### src/rtl/cpu_status.sv
`default_nettype none
// ============================================================================
// Module      : cpu_status
// Description : 2A03 processor status (P) register with ALU flag capture,
//               push byte and interrupt-mask latency (STATUS_IRQ_DELAY_EN).
// Revision    : 1.0 - initial release
// ============================================================================
module cpu_status (
    input  logic       clk,
    input  logic       rst,
    input  logic       alu_cout,
    input  logic       alu_zero,
    input  logic       alu_sign,
    input  logic       alu_ovf,
    input  logic       upd_c,
    input  logic       upd_z,
    input  logic       upd_n,
    input  logic       upd_v,
    input  logic [7:0] flag_set,
    input  logic [7:0] flag_clr,
    input  logic       p_load,
    input  logic       p_rti,
    input  logic [7:0] p_in,
    input  logic       push_b,
    input  logic       instr_done,
    output logic       alu_cin,
    output logic [7:0] p,
    output logic [7:0] p_push,
    output logic       irq_mask
);

    logic r_n, r_v, r_d, r_i, r_z, r_c;
    logic w_n, w_v, w_d, w_i, w_z, w_c;

    // Priority: bus load, then clear, then set, then ALU capture, else hold.
    function automatic logic f_next(input logic hold, input logic ld_bit,
                                    input logic clr, input logic set,
                                    input logic upd, input logic alu);
        logic v;
        v = hold;
        if (p_load)
            v = ld_bit;
        else if (clr)
            v = 1'b0;
        else if (set)
            v = 1'b1;
        else if (upd)
            v = alu;
        return v;
    endfunction

    always_comb begin
        w_c = f_next(r_c, p_in[0], flag_clr[0], flag_set[0], upd_c, alu_cout);
        w_z = f_next(r_z, p_in[1], flag_clr[1], flag_set[1], upd_z, alu_zero);
        w_i = f_next(r_i, p_in[2], flag_clr[2], flag_set[2], 1'b0,  1'b0);
        w_d = f_next(r_d, p_in[3], flag_clr[3], flag_set[3], 1'b0,  1'b0);
        w_v = f_next(r_v, p_in[6], flag_clr[6], flag_set[6], upd_v, alu_ovf);
        w_n = f_next(r_n, p_in[7], flag_clr[7], flag_set[7], upd_n, alu_sign);
    end

    always_ff @(posedge clk or posedge rst) begin
        if (rst) begin
            r_n <= 1'b0;
            r_v <= 1'b0;
            r_d <= 1'b0;
            r_i <= 1'b1;
            r_z <= 1'b0;
            r_c <= 1'b0;
        end else begin
            r_n <= w_n;
            r_v <= w_v;
            r_d <= w_d;
            r_i <= w_i;
            r_z <= w_z;
            r_c <= w_c;
        end
    end

    assign alu_cin = r_c;
    assign p       = {r_n, r_v, 1'b1, 1'b0,   r_d, r_i, r_z, r_c};
    assign p_push  = {r_n, r_v, 1'b1, push_b, r_d, r_i, r_z, r_c};

`ifdef STATUS_IRQ_DELAY_EN
    typedef enum logic [0:0] {
        ST_IDLE = 1'b0,
        ST_PEND = 1'b1
    } state_t;

    state_t r_state;
    logic   r_irq_mask;
    logic   w_unused;

    assign w_unused = &{1'b0, p_in[5:4], flag_set[5:4], flag_clr[5:4]};

    // A poll in the same cycle as the I write belongs to that instruction,
    // so a fresh write always wins over a commit.
    always_ff @(posedge clk or posedge rst) begin
        if (rst) begin
            r_state    <= ST_IDLE;
            r_irq_mask <= 1'b1;
        end else if (p_load && p_rti) begin
            r_state    <= ST_IDLE;
            r_irq_mask <= p_in[2];
        end else if (w_i != r_i) begin
            r_state    <= ST_PEND;
        end else if (r_state == ST_PEND && instr_done) begin
            r_state    <= ST_IDLE;
            r_irq_mask <= r_i;
        end
    end

    assign irq_mask = r_irq_mask;
`else
    logic w_unused;

    assign w_unused = &{1'b0, p_rti, instr_done, p_in[5:4],
                        flag_set[5:4], flag_clr[5:4]};
    assign irq_mask = r_i;
`endif

endmodule
`default_nettype wire

### config.mk
export PLATFORM = sky130hd
export DESIGN_NAME = cpu_status
export DESIGN_NICKNAME = d
export VERILOG_FILES = /design/src/rtl/cpu_status.sv
export SDC_FILE = /design/constraint.sdc
export NUM_CORES = 1
export LEC_CHECK = 0
export ABC_AREA = 1
export CAP_MARGIN = 0
export CORE_ASPECT_RATIO = 0.9
export CORE_MARGIN = 10
export CORE_UTILIZATION = 30
export DETAILED_ROUTE_END_ITERATION = 6
export PLACE_DENSITY_LB_ADDON = 0.2
export SYNTH_ARGS = -nofsm -noshare
export SYNTH_HDL_FRONTEND = slang
export SYNTH_SLANG_ARGS = --single-unit
### constraint.sdc
create_clock -name clk -period 1.7 [get_ports clk]
set_input_delay 0.34 -clock clk [delete_from_list [all_inputs] [get_ports clk]]
set_output_delay 0.34 -clock clk [all_outputs]
set_load 0.01 [all_outputs]
==> results.sh <==
export IMPL_status="finished clean"
export IMPL_holdWs_ns=0.312
export IMPL_cts_buffers=3
export IMPL_antenna_found_initial=0
export IMPL_firstDrtPassIters=4
export IMPL_io_pins=56
export IMPL_ant_nets=0
export IMPL_setup_viol=0
export IMPL_wl_per_cell_um=11.0
export IMPL_nNetsFinal=152
export IMPL_core_area_sq_um=1680
export IMPL_antenna_cells=0
export IMPL_critPathArrivalTime_ns=1.31
export IMPL_critPathTopFamily="flip-flops"
export IMPL_first_iter_violations=18
export IMPL_fin_crit_ns=1.65
export IMPL_worstSetupStartpointType="register"
export IMPL_async_flop_share=1.00
export IMPL_cts_repair_resized=0
export IMPL_synth_seq_cells=6
export IMPL_p_leak_nw=0.452
export IMPL_post_route_period_util=0.969
export IMPL_grt_overflow=0
export IMPL_synth_avg_cell_area_sq_um=6.55
export IMPL_area_growth_syn_to_layout_pct=66.9
export IMPL_cts_max_level=1
export IMPL_finClkSkew_ns=0
export IMPL_grt_pass1_vias=476
export IMPL_yosysSeqAreaShare=0.282
export IMPL_vias_per_cell=3.98
export IMPL_slew_viol_final=0
export IMPL_grt_usage=0.0721
export IMPL_fillers=184
export IMPL_ir_drop_uv=235
export IMPL_end_kind="output port"
export IMPL_crit_type="register to output port"
export IMPL_synth_edff_count=0
export IMPL_grt_pass1_wl_um=2250
export IMPL_hold_class="primary input to asynchronous set/reset pin"
export IMPL_cts_setup_buffers=0
export IMPL_cp_max_fo=4
export IMPL_drc_errors=0
export IMPL_initial_core_util=0.319
export IMPL_synth_ff_type="dfrtp_1"
export IMPL_p_per_area_nw_per_um2=558
export IMPL_num_vias=545
export IMPL_synth_cells_most_frequent="nand2_1, buf_4, inv_1"
export IMPL_synth_top_area_share=0.233
export IMPL_num_rows=14
export IMPL_clockBufferDepth=2
export IMPL_synthDistinctLibCells=12
export IMPL_clk_latency_ns=0.24
export IMPL_worst_path_max_delay_cell="dfstp_2"
export IMPL_critPathBufInv=1
export IMPL_hold_viol_final=0
export IMPL_synth_area_leader_cell="dfrtp_1"
export IMPL_netlist_instances=82
export IMPL_yosys_warnings=0
export IMPL_final_layout_size_suffix_gt1_frac=0.0619
export IMPL_dieArea_sq_um=3880
export IMPL_dp_hpwl_um=1350
export IMPL_tritoncts="built"
export IMPL_synth_area_sq_um=537
export IMPL_synth_most_common_cell="nand2_1"
export IMPL_place_congestion=0.683
export IMPL_yosys_top_cells_area="dfrtp_1, buf_4, nand2_1"
export IMPL_max_stage_delay_ns=0.54
export IMPL_clock_fmax_mhz=607
export IMPL_cts_root_buf="clkbuf_4"
export IMPL_grt_max_degree=10
export IMPL_rsz0062_at_grt="no"
export IMPL_drv_cap=0
export IMPL_crit_required_ns=1.36
export IMPL_tns_ns=0
export IMPL_die_w_um=64.6
export IMPL_die_y_um=60.1
export IMPL_port_buffers=42
export IMPL_path_clk_slew_ns=0.05
export IMPL_cp_cell_sequence="clkdlybuf4s50_1"
export IMPL_cts_sinks=6
export IMPL_hold_buffers=0
export IMPL_wirelength_um=1510
layer usage:
metal | vias to the layer above | share of wire | track usage
met2 | 28 | 0.47 | 0.111
met3 | 2 | 0.082 | 0.0280
met5 | - | 0 | 0
met1 | 227 | 0.43 | 0.0852
li1 | 288 | - | -
met4 | 0 | 0.017 | 0.0366
state kept, by name, summed over array words and instances, names as in the netlist:
name,count
r_v,1
irq_mask,1
r_z,1
r_n,1
alu_cin,1
r_d,1
layout by cell type, fill, tap and decap left out:
cell / count
clkdlybuf4s50_1: 41
nand2_1: 28
inv_1: 13
dfrtp_1: 5
nor2_1: 4
nand3_1: 4
nand4_1: 4
conb_1: 3
clkbuf_4: 3
o21ai_0: 2
nor2_4: 2
clkbuf_1: 1
dfstp_2: 1
dlymetal6s2s_1: 1
buf_4: 1
worst paths after layout:
check,cells past startpoint,to,from,slack (ns)
max,1,p[2],irq_mask,0.05
min,2,r_v,rst,0.31
max reg2reg,2,irq_mask,irq_mask,0.95
min reg2reg,2,r_d,r_d,0.53
max in group asynchronous,2,irq_mask,rst,1.13
min in group clk,2,r_d,r_d,0.53
logic make-up (layout without fill, tap and decap cells):
| group | Yosys count | count (layout) | share of synthesized area |
|---|---|---|---|
| other | 2 | 3 | 0.0140 |
| AO/OA/AOI/OAI | 2 | 2 | 0.0186 |
| flip-flops | 6 | 6 | 0.282 |
| AND/OR/NAND/NOR | 42 | 42 | 0.350 |
| buffers and inverters | 30 | 60 | 0.336 |
power by group:
part	switching, mW	leakage, nW	internal (mW)	total, mW
Combinational	0.0708	0.365	0.121	0.191
Clock	0.0516	0.0150	0.0889	0.140
Sequential	0.0105	0.0718	0.158	0.168
layout make-up:
class | count | area, sq um | area share
well taps | 24 | 30.0 | 0.0335
flip-flops and latches | 6 | 151 | 0.169
repair buffers | 43 | 430 | 0.480
clock buffers | 4 | 26.3 | 0.0293
inverters | 13 | 48.8 | 0.0545
multi-input cells | 47 | 209 | 0.233
metrics by stage:
step           power, mW   util  setup WS [ns]  instance area (sq um)  cells
3_5_place_dp       0.365  0.516          0.251                    867    133
6_report           0.500  0.533         0.0520                    896    137
2_1_floorplan      0.273      -          0.689                    541     83
3_3_place_gp       0.362  0.516          0.256                    867    133
4_1_cts            0.508  0.531         0.0332                    893    137
5_1_grt            0.535  0.533        0.00454                    896    137
Power figures use the tool's default switching activity.
